--- src/rtl/axi_clint_xbar.sv ---
// ---------------------------------------------------------------------------
// axi_clint_xbar
//
// AXI4 1-to-2 address-decoding crossbar between the CPU memory-side master
// and two targets: the CLINT timer slave (M0) and the SoC interconnect (M1).
// Read and write paths are independent FSMs with one outstanding transaction
// each. Response IDs (RID/BID) are re-stamped from the latched request IDs,
// so a target that returns ID 0 (the CLINT does) stays ID-correct upstream.
//
// Ports:
//   clock, S_AXI_ARESETN       single clock, async active-low reset
//   S_AXI_AR*/R*/AW*/W*/B*     slave port facing the CPU
//   M0_AXI_*                   master port to the CLINT window
//   M1_AXI_*                   master port to the SoC (everything else)
//
// Address request channels add one cycle (registered); R, W and B are
// combinational pass-throughs to/from the selected port.
// ---------------------------------------------------------------------------
module axi_clint_xbar #(
  parameter logic [31:0] CLINT_BASE = 32'h0200_0000,
  parameter logic [31:0] CLINT_MASK = 32'hFFFF_0000
) (
  input  logic        clock,
  input  logic        S_AXI_ARESETN,

  // CPU side
  input  logic [31:0] S_AXI_ARADDR,
  input  logic [3:0]  S_AXI_ARID,
  input  logic [7:0]  S_AXI_ARLEN,
  input  logic [2:0]  S_AXI_ARSIZE,
  input  logic [1:0]  S_AXI_ARBURST,
  input  logic        S_AXI_ARVALID,
  output logic        S_AXI_ARREADY,
  output logic [31:0] S_AXI_RDATA,
  output logic [1:0]  S_AXI_RRESP,
  output logic [3:0]  S_AXI_RID,
  output logic        S_AXI_RLAST,
  output logic        S_AXI_RVALID,
  input  logic        S_AXI_RREADY,
  input  logic [31:0] S_AXI_AWADDR,
  input  logic [3:0]  S_AXI_AWID,
  input  logic [7:0]  S_AXI_AWLEN,
  input  logic [2:0]  S_AXI_AWSIZE,
  input  logic [1:0]  S_AXI_AWBURST,
  input  logic        S_AXI_AWVALID,
  output logic        S_AXI_AWREADY,
  input  logic [31:0] S_AXI_WDATA,
  input  logic [3:0]  S_AXI_WSTRB,
  input  logic        S_AXI_WLAST,
  input  logic        S_AXI_WVALID,
  output logic        S_AXI_WREADY,
  output logic [1:0]  S_AXI_BRESP,
  output logic [3:0]  S_AXI_BID,
  output logic        S_AXI_BVALID,
  input  logic        S_AXI_BREADY,

  // M0: CLINT
  output logic [31:0] M0_AXI_ARADDR,
  output logic [3:0]  M0_AXI_ARID,
  output logic [7:0]  M0_AXI_ARLEN,
  output logic [2:0]  M0_AXI_ARSIZE,
  output logic [1:0]  M0_AXI_ARBURST,
  output logic        M0_AXI_ARVALID,
  input  logic        M0_AXI_ARREADY,
  input  logic [31:0] M0_AXI_RDATA,
  input  logic [1:0]  M0_AXI_RRESP,
  input  logic [3:0]  M0_AXI_RID,
  input  logic        M0_AXI_RLAST,
  input  logic        M0_AXI_RVALID,
  output logic        M0_AXI_RREADY,
  output logic [31:0] M0_AXI_AWADDR,
  output logic [3:0]  M0_AXI_AWID,
  output logic [7:0]  M0_AXI_AWLEN,
  output logic [2:0]  M0_AXI_AWSIZE,
  output logic [1:0]  M0_AXI_AWBURST,
  output logic        M0_AXI_AWVALID,
  input  logic        M0_AXI_AWREADY,
  output logic [31:0] M0_AXI_WDATA,
  output logic [3:0]  M0_AXI_WSTRB,
  output logic        M0_AXI_WLAST,
  output logic        M0_AXI_WVALID,
  input  logic        M0_AXI_WREADY,
  input  logic [1:0]  M0_AXI_BRESP,
  input  logic [3:0]  M0_AXI_BID,
  input  logic        M0_AXI_BVALID,
  output logic        M0_AXI_BREADY,

  // M1: SoC interconnect
  output logic [31:0] M1_AXI_ARADDR,
  output logic [3:0]  M1_AXI_ARID,
  output logic [7:0]  M1_AXI_ARLEN,
  output logic [2:0]  M1_AXI_ARSIZE,
  output logic [1:0]  M1_AXI_ARBURST,
  output logic        M1_AXI_ARVALID,
  input  logic        M1_AXI_ARREADY,
  input  logic [31:0] M1_AXI_RDATA,
  input  logic [1:0]  M1_AXI_RRESP,
  input  logic [3:0]  M1_AXI_RID,
  input  logic        M1_AXI_RLAST,
  input  logic        M1_AXI_RVALID,
  output logic        M1_AXI_RREADY,
  output logic [31:0] M1_AXI_AWADDR,
  output logic [3:0]  M1_AXI_AWID,
  output logic [7:0]  M1_AXI_AWLEN,
  output logic [2:0]  M1_AXI_AWSIZE,
  output logic [1:0]  M1_AXI_AWBURST,
  output logic        M1_AXI_AWVALID,
  input  logic        M1_AXI_AWREADY,
  output logic [31:0] M1_AXI_WDATA,
  output logic [3:0]  M1_AXI_WSTRB,
  output logic        M1_AXI_WLAST,
  output logic        M1_AXI_WVALID,
  input  logic        M1_AXI_WREADY,
  input  logic [1:0]  M1_AXI_BRESP,
  input  logic [3:0]  M1_AXI_BID,
  input  logic        M1_AXI_BVALID,
  output logic        M1_AXI_BREADY
);

  typedef enum logic [1:0] {R_IDLE, R_ADDR, R_DATA} r_state_t;
  typedef enum logic [1:0] {W_IDLE, W_FWD, W_RESP}  w_state_t;

  // Target response IDs are deliberately ignored: the latched request ID is
  // returned instead. Folded here so the inputs are visibly consumed.
  logic unused_target_ids;
  assign unused_target_ids = ^{M0_AXI_RID, M0_AXI_BID, M1_AXI_RID, M1_AXI_BID};

  // 1 selects M1 (SoC), 0 selects M0 (CLINT).
  function automatic logic sel_m1(input logic [31:0] addr);
    return (addr & CLINT_MASK) != CLINT_BASE;
  endfunction

  // -------------------------------------------------------------------------
  // Read path
  // -------------------------------------------------------------------------
  r_state_t    r_state, r_state_nxt;
  logic [31:0] ar_addr;
  logic [3:0]  ar_id;
  logic [7:0]  ar_len;
  logic [2:0]  ar_size;
  logic [1:0]  ar_burst;
  logic        rsel;
  logic        ar_hs;
  logic        sel_arready;

  assign ar_hs       = S_AXI_ARVALID & S_AXI_ARREADY;
  assign sel_arready = rsel ? M1_AXI_ARREADY : M0_AXI_ARREADY;

  // NOTE: non-blocking assignments in clocked blocks so every register
  // samples pre-edge values regardless of statement order.
  // NOTE: the latched request fields are reset too; they are few and it keeps
  // the M-side payload deterministic out of reset.
  always_ff @(posedge clock or negedge S_AXI_ARESETN) begin
    if (!S_AXI_ARESETN) begin
      r_state  <= R_IDLE;
      ar_addr  <= '0;
      ar_id    <= '0;
      ar_len   <= '0;
      ar_size  <= '0;
      ar_burst <= '0;
      rsel     <= 1'b0;
    end else begin
      r_state <= r_state_nxt;
      if (ar_hs) begin
        ar_addr  <= S_AXI_ARADDR;
        ar_id    <= S_AXI_ARID;
        ar_len   <= S_AXI_ARLEN;
        ar_size  <= S_AXI_ARSIZE;
        ar_burst <= S_AXI_ARBURST;
        rsel     <= sel_m1(S_AXI_ARADDR);
      end
    end
  end

  // NOTE: every combinational output gets a default first so no path through
  // the case leaves it unassigned (which would infer a latch).
  always_comb begin
    r_state_nxt = r_state;
    case (r_state)
      R_IDLE: if (ar_hs) r_state_nxt = R_ADDR;
      R_ADDR: if (sel_arready) r_state_nxt = R_DATA;
      R_DATA: if (S_AXI_RVALID & S_AXI_RREADY & S_AXI_RLAST) r_state_nxt = R_IDLE;
      default: r_state_nxt = R_IDLE;
    endcase
  end

  always_comb begin
    S_AXI_ARREADY  = (r_state == R_IDLE);
    M0_AXI_ARVALID = 1'b0;
    M1_AXI_ARVALID = 1'b0;
    M0_AXI_RREADY  = 1'b0;
    M1_AXI_RREADY  = 1'b0;
    S_AXI_RVALID   = 1'b0;
    // Data/response payload always muxed from the selected port; only
    // meaningful while RVALID is high.
    S_AXI_RDATA    = rsel ? M1_AXI_RDATA : M0_AXI_RDATA;
    S_AXI_RRESP    = rsel ? M1_AXI_RRESP : M0_AXI_RRESP;
    S_AXI_RLAST    = rsel ? M1_AXI_RLAST : M0_AXI_RLAST;
    S_AXI_RID      = ar_id;
    case (r_state)
      R_ADDR: begin
        M0_AXI_ARVALID = ~rsel;
        M1_AXI_ARVALID = rsel;
      end
      R_DATA: begin
        S_AXI_RVALID  = rsel ? M1_AXI_RVALID : M0_AXI_RVALID;
        M0_AXI_RREADY = ~rsel & S_AXI_RREADY;
        M1_AXI_RREADY = rsel & S_AXI_RREADY;
      end
      default: ;
    endcase
  end

  // Both ports carry the latched AR payload; the VALID gating picks the target.
  assign M0_AXI_ARADDR  = ar_addr;
  assign M0_AXI_ARID    = ar_id;
  assign M0_AXI_ARLEN   = ar_len;
  assign M0_AXI_ARSIZE  = ar_size;
  assign M0_AXI_ARBURST = ar_burst;
  assign M1_AXI_ARADDR  = ar_addr;
  assign M1_AXI_ARID    = ar_id;
  assign M1_AXI_ARLEN   = ar_len;
  assign M1_AXI_ARSIZE  = ar_size;
  assign M1_AXI_ARBURST = ar_burst;

  // -------------------------------------------------------------------------
  // Write path
  // -------------------------------------------------------------------------
  w_state_t    w_state, w_state_nxt;
  logic [31:0] aw_addr;
  logic [3:0]  aw_id;
  logic [7:0]  aw_len;
  logic [2:0]  aw_size;
  logic [1:0]  aw_burst;
  logic        wsel;
  logic        aw_done;
  logic        w_done;
  logic        aw_hs;
  logic        m_aw_hs;
  logic        w_last_hs;
  logic        sel_awready;
  logic        sel_wready;

  assign aw_hs       = S_AXI_AWVALID & S_AXI_AWREADY;
  assign sel_awready = wsel ? M1_AXI_AWREADY : M0_AXI_AWREADY;
  assign sel_wready  = wsel ? M1_AXI_WREADY : M0_AXI_WREADY;
  assign m_aw_hs     = (w_state == W_FWD) & ~aw_done & sel_awready;
  assign w_last_hs   = S_AXI_WVALID & S_AXI_WREADY & S_AXI_WLAST;

  always_ff @(posedge clock or negedge S_AXI_ARESETN) begin
    if (!S_AXI_ARESETN) begin
      w_state  <= W_IDLE;
      aw_addr  <= '0;
      aw_id    <= '0;
      aw_len   <= '0;
      aw_size  <= '0;
      aw_burst <= '0;
      wsel     <= 1'b0;
      aw_done  <= 1'b0;
      w_done   <= 1'b0;
    end else begin
      w_state <= w_state_nxt;
      if (aw_hs) begin
        aw_addr  <= S_AXI_AWADDR;
        aw_id    <= S_AXI_AWID;
        aw_len   <= S_AXI_AWLEN;
        aw_size  <= S_AXI_AWSIZE;
        aw_burst <= S_AXI_AWBURST;
        wsel     <= sel_m1(S_AXI_AWADDR);
        aw_done  <= 1'b0;
        w_done   <= 1'b0;
      end else begin
        if (m_aw_hs)   aw_done <= 1'b1;
        if (w_last_hs) w_done  <= 1'b1;
      end
    end
  end

  always_comb begin
    w_state_nxt = w_state;
    case (w_state)
      W_IDLE: if (aw_hs) w_state_nxt = W_FWD;
      // Count a completion that lands this cycle so AW and W finishing
      // together still exit immediately.
      W_FWD:  if ((aw_done | m_aw_hs) & (w_done | w_last_hs)) w_state_nxt = W_RESP;
      W_RESP: if (S_AXI_BVALID & S_AXI_BREADY) w_state_nxt = W_IDLE;
      default: w_state_nxt = W_IDLE;
    endcase
  end

  always_comb begin
    S_AXI_AWREADY  = (w_state == W_IDLE);
    S_AXI_WREADY   = 1'b0;
    M0_AXI_AWVALID = 1'b0;
    M1_AXI_AWVALID = 1'b0;
    M0_AXI_WVALID  = 1'b0;
    M1_AXI_WVALID  = 1'b0;
    M0_AXI_BREADY  = 1'b0;
    M1_AXI_BREADY  = 1'b0;
    S_AXI_BVALID   = 1'b0;
    S_AXI_BRESP    = wsel ? M1_AXI_BRESP : M0_AXI_BRESP;
    S_AXI_BID      = aw_id;
    case (w_state)
      W_FWD: begin
        // AW and W are offered together; the CLINT needs both at once.
        M0_AXI_AWVALID = ~wsel & ~aw_done;
        M1_AXI_AWVALID = wsel & ~aw_done;
        M0_AXI_WVALID  = ~wsel & S_AXI_WVALID & ~w_done;
        M1_AXI_WVALID  = wsel & S_AXI_WVALID & ~w_done;
        S_AXI_WREADY   = sel_wready & ~w_done;
      end
      W_RESP: begin
        S_AXI_BVALID  = wsel ? M1_AXI_BVALID : M0_AXI_BVALID;
        M0_AXI_BREADY = ~wsel & S_AXI_BREADY;
        M1_AXI_BREADY = wsel & S_AXI_BREADY;
      end
      default: ;
    endcase
  end

  assign M0_AXI_AWADDR  = aw_addr;
  assign M0_AXI_AWID    = aw_id;
  assign M0_AXI_AWLEN   = aw_len;
  assign M0_AXI_AWSIZE  = aw_size;
  assign M0_AXI_AWBURST = aw_burst;
  assign M1_AXI_AWADDR  = aw_addr;
  assign M1_AXI_AWID    = aw_id;
  assign M1_AXI_AWLEN   = aw_len;
  assign M1_AXI_AWSIZE  = aw_size;
  assign M1_AXI_AWBURST = aw_burst;

  // W payload is not buffered; it flows straight to both ports.
  assign M0_AXI_WDATA = S_AXI_WDATA;
  assign M0_AXI_WSTRB = S_AXI_WSTRB;
  assign M0_AXI_WLAST = S_AXI_WLAST;
  assign M1_AXI_WDATA = S_AXI_WDATA;
  assign M1_AXI_WSTRB = S_AXI_WSTRB;
  assign M1_AXI_WLAST = S_AXI_WLAST;

endmodule

--- config.mk ---
export PLATFORM = sky130hd
export DESIGN_NAME = axi_clint_xbar
export DESIGN_NICKNAME = d
export VERILOG_FILES = /design/src/rtl/axi_clint_xbar.sv
export SDC_FILE = /design/constraint.sdc
export NUM_CORES = 1
export LEC_CHECK = 0
export ABC_CLOCK_PERIOD_IN_PS = 1700
export CAP_MARGIN = 20
export CORE_AREA = 2 2 222 224
export DETAILED_ROUTE_END_ITERATION = 6
export DIE_AREA = 0 0 224 226
export PLACE_DENSITY = 0.45
export SKIP_LAST_GASP = 1
export SLEW_MARGIN = 20
export SYNTH_ARGS = -nofsm -noshare
export SYNTH_HDL_FRONTEND = slang
export SYNTH_SLANG_ARGS = --single-unit
--- constraint.sdc ---
create_clock -name clock -period 1.7 [get_ports clock]
set_input_delay 0.425 -clock clock [delete_from_list [all_inputs] [get_ports clock]]
set_output_delay 0.425 -clock clock [all_outputs]
set_load 0.01 [all_outputs]
==> qor.yml <==
whs_ns: 0.5042
max_stage_delay_ns: 0.46
power_leakage_nw: 5.214
dp_hpwl_mm: 19.37
fmax_ghz: 0.4696
die_y_um: 226
die-area_um2: 50620
vias_per_cell: 3.336
syn-num-nets: 738
setup_violations: 50
routed_wl_mm: 25.17
maxSlewHeadroom: 0.7397
rows: 81
avgSynthCellArea_um2: 12.67
grtUsageMet1: 0.08983
tightestPinTransition_ns: 0.3850
first_pass_iters: 4
synth_seq_cells: 106
criticalPathCategory: "register to output pin"
grt_overflow: 0
hold_class: "register to register"
cts_root_buf: "clkbuf_16"
drv_cap: 0
startpoint_type: "register"
port_buffers: 447
status: "finished, violations left"
syn_area_um2: 6284
area_growth_pct: 81.38
rsz0062_at_grt: "yes"
syn_inst: 496
cts_tree: "done"
fin_nets: 1098
cp.required_ns: 1.27
final_cell_mix: "dlygate4sd2_1 (205), clkdlybuf4s50_1 (188), dfrtp_1 (99)"
crit_chain: "buf_12 -> bufbuf_16 -> mux2_4 -> buf_6"
clk_path_buf_depth: 2
ys_warn_count: 0
post_dp_cell_area_um2: 10470
fillers: 5186
place_ws_ns: -0.6083
grt_use_met3: 0.03799
clock_latency_ns: 0.38
endpoint_kind: "output pin"
routabilityCongestion: 0.7676
multi_input_area_um2: 2307
cts.htree.levels: 3
regArea_um2: 2661
synth.yosys.seq_area_share: 0.4221
grt_usage: 0.09430
final-max-slew-violation-count: 0
antenna_found_initial: 0
slowest_stage: "dfrtp_2"
fin_crit_sh: 1.253
ios: 572
period_needed_ns: 2.130
cp.arrival_ns: 1.70
core_area_um2: 48340
drtIter0Drc: 143
power_mw: 16.87
setup_slack_ns: -0.4296
hold_viol: 0
grt_pass1_wl_mm: 34.13
wl_per_cell_um: 16.97
clk_pin_slew_ns: 0.08
numCtsBuffers: 9
finalInstanceArea_um2: 11400
crit_buf_inv: 3
layout_commonest_cell: "dlygate4sd2_1"
fin_util: 0.2358
grt_pass1_vias: 5216
clkSinkCount: 106
detail-route-antenna-nets: 0
p_per_area_nw_per_um2: 1480
drcViolationCount: 0
grt_max_degree: 47
n_antenna_cell: 0
crit_family: "buffers and inverters"
finClkSkew_ns: 0.01075
failed_checks: "negative setup slack"
drive_above_1_share: 0.3264
use_met2: 0.1737
ys_types: 31
busiest_layer: "met2"
peakVddDrop_uv: 490.7
vias: 4947
start_util: 0.1300
die_x_um: 224
path_max_fanout: 4
[per-layer routing]
layer,share of wire,vias up
met5,0,-
met4,0.041,0
met3,0.092,32
met2,0.52,363
met1,0.34,2325
li1,-,2227
[power by group]
group / internal, mW / total, mW / switching, mW
clock: 1.16 / 2.25 / 1.09
combinational: 5.71 / 9.78 / 4.08
sequential: 3.82 / 4.84 / 1.02
[synth_stat cells (all sizes together)]
| library cell | number | area share |
|---|---|---|
| and4b | 2 | 0.0032 |
| dfrtp | 106 | 0.42 |
| nor2 | 7 | 0.0046 |
| a21oi | 2 | 0.0016 |
| a31oi | 1 | 0.0010 |
| inv | 1 | 0.00060 |
| a32o | 1 | 0.0016 |
| and4 | 1 | 0.0014 |
| or2 | 1 | 0.0010 |
| buf | 198 | 0.25 |
| nor2b | 4 | 0.0040 |
| mux2 | 138 | 0.28 |
| a31o | 2 | 0.0028 |
| o21bai | 1 | 0.0012 |
| nor4b | 3 | 0.0042 |
| and2 | 1 | 0.0014 |
| nand2 | 4 | 0.0024 |
| nor4 | 6 | 0.0060 |
| nor3b | 3 | 0.0036 |
| nor3 | 3 | 0.0024 |
| o21ai | 1 | 0.00080 |
| and3 | 2 | 0.0020 |
| nand2b | 3 | 0.0030 |
| nand4 | 1 | 0.0010 |
| mux2i | 3 | 0.0048 |
| o21a | 1 | 0.0012 |
[per-stage QoR]
stage | TNS, ns | std cells
floorplan | 0 | 496
global placement | -31.65 | 1415
detailed placement | -31.24 | 1415
CTS | -17.64 | 1463
global route | -20.76 | 1483
finish | -13.47 | 1483
[worst paths after layout]
| path | slack, ns | cells after the start | startpoint | endpoint |
|---|---|---|---|---|
| min reg2reg | 0.50 | 1 | M0_AXI_AWSIZE[2] | M0_AXI_AWSIZE[2] |
| max | -0.43 | 4 | rsel | S_AXI_RLAST |
| min in group asynchronous | 0.51 | 2 | S_AXI_ARESETN | M0_AXI_AWADDR[3] |
| min | 0.50 | 1 | M0_AXI_AWSIZE[2] | M0_AXI_AWSIZE[2] |
| max reg2reg | 0 | 7 | r_state[1] | M0_AXI_ARLEN[3] |
| max in group asynchronous | 0.56 | 3 | S_AXI_ARESETN | rsel |
[timing repair]
action                                  4_1_cts  5_1_grt
endpoints found under the setup margin      306       84
endpoints found under the hold margin        23        0
cloned                                        3        5
setup buffers                                28       20
hold buffers                                  1        0
pin swaps                                     3        7
gates resized for setup                     496       48
[logic make-up (layout without fill, tap and decap cells)]
group	after synthesis	after routing	synth area share
buf+inv	199	564	0.2463
mux	141	141	0.2814
flops	106	106	0.4221
simple gates	41	41	0.04003
compound gates	9	9	0.01016
[worst reg2reg max path, cell delays in order, from the launching register on]
cell,delay (ns)
dfrtp_1,0.42
buf_6,0.13
nor2_4,0.13
buf_6,0.11
and2_4,0.19
buf_12,0.14
clkbuf_16,0.17
mux2_4,0.30
[cell type report]
type	count	area share
clock buffers	9	0.01976
clock inverters	7	0.006806
inverters	1	0.0003293
multi-input cells	191	0.2024
flip-flops and latches	106	0.2335
well taps	622	0.06828
repair buffers	547	0.4689
[sequential cells by signal (all words and copies together) (netlist names), 3 cells and up]
name           count
M0_AXI_ARID        4
M0_AXI_ARADDR     32
M0_AXI_ARSIZE      3
M0_AXI_AWADDR     32
M0_AXI_ARLEN       8
M0_AXI_AWLEN       8
M0_AXI_AWSIZE      3
M0_AXI_AWID        4
(Power assumes the default switching activity.)
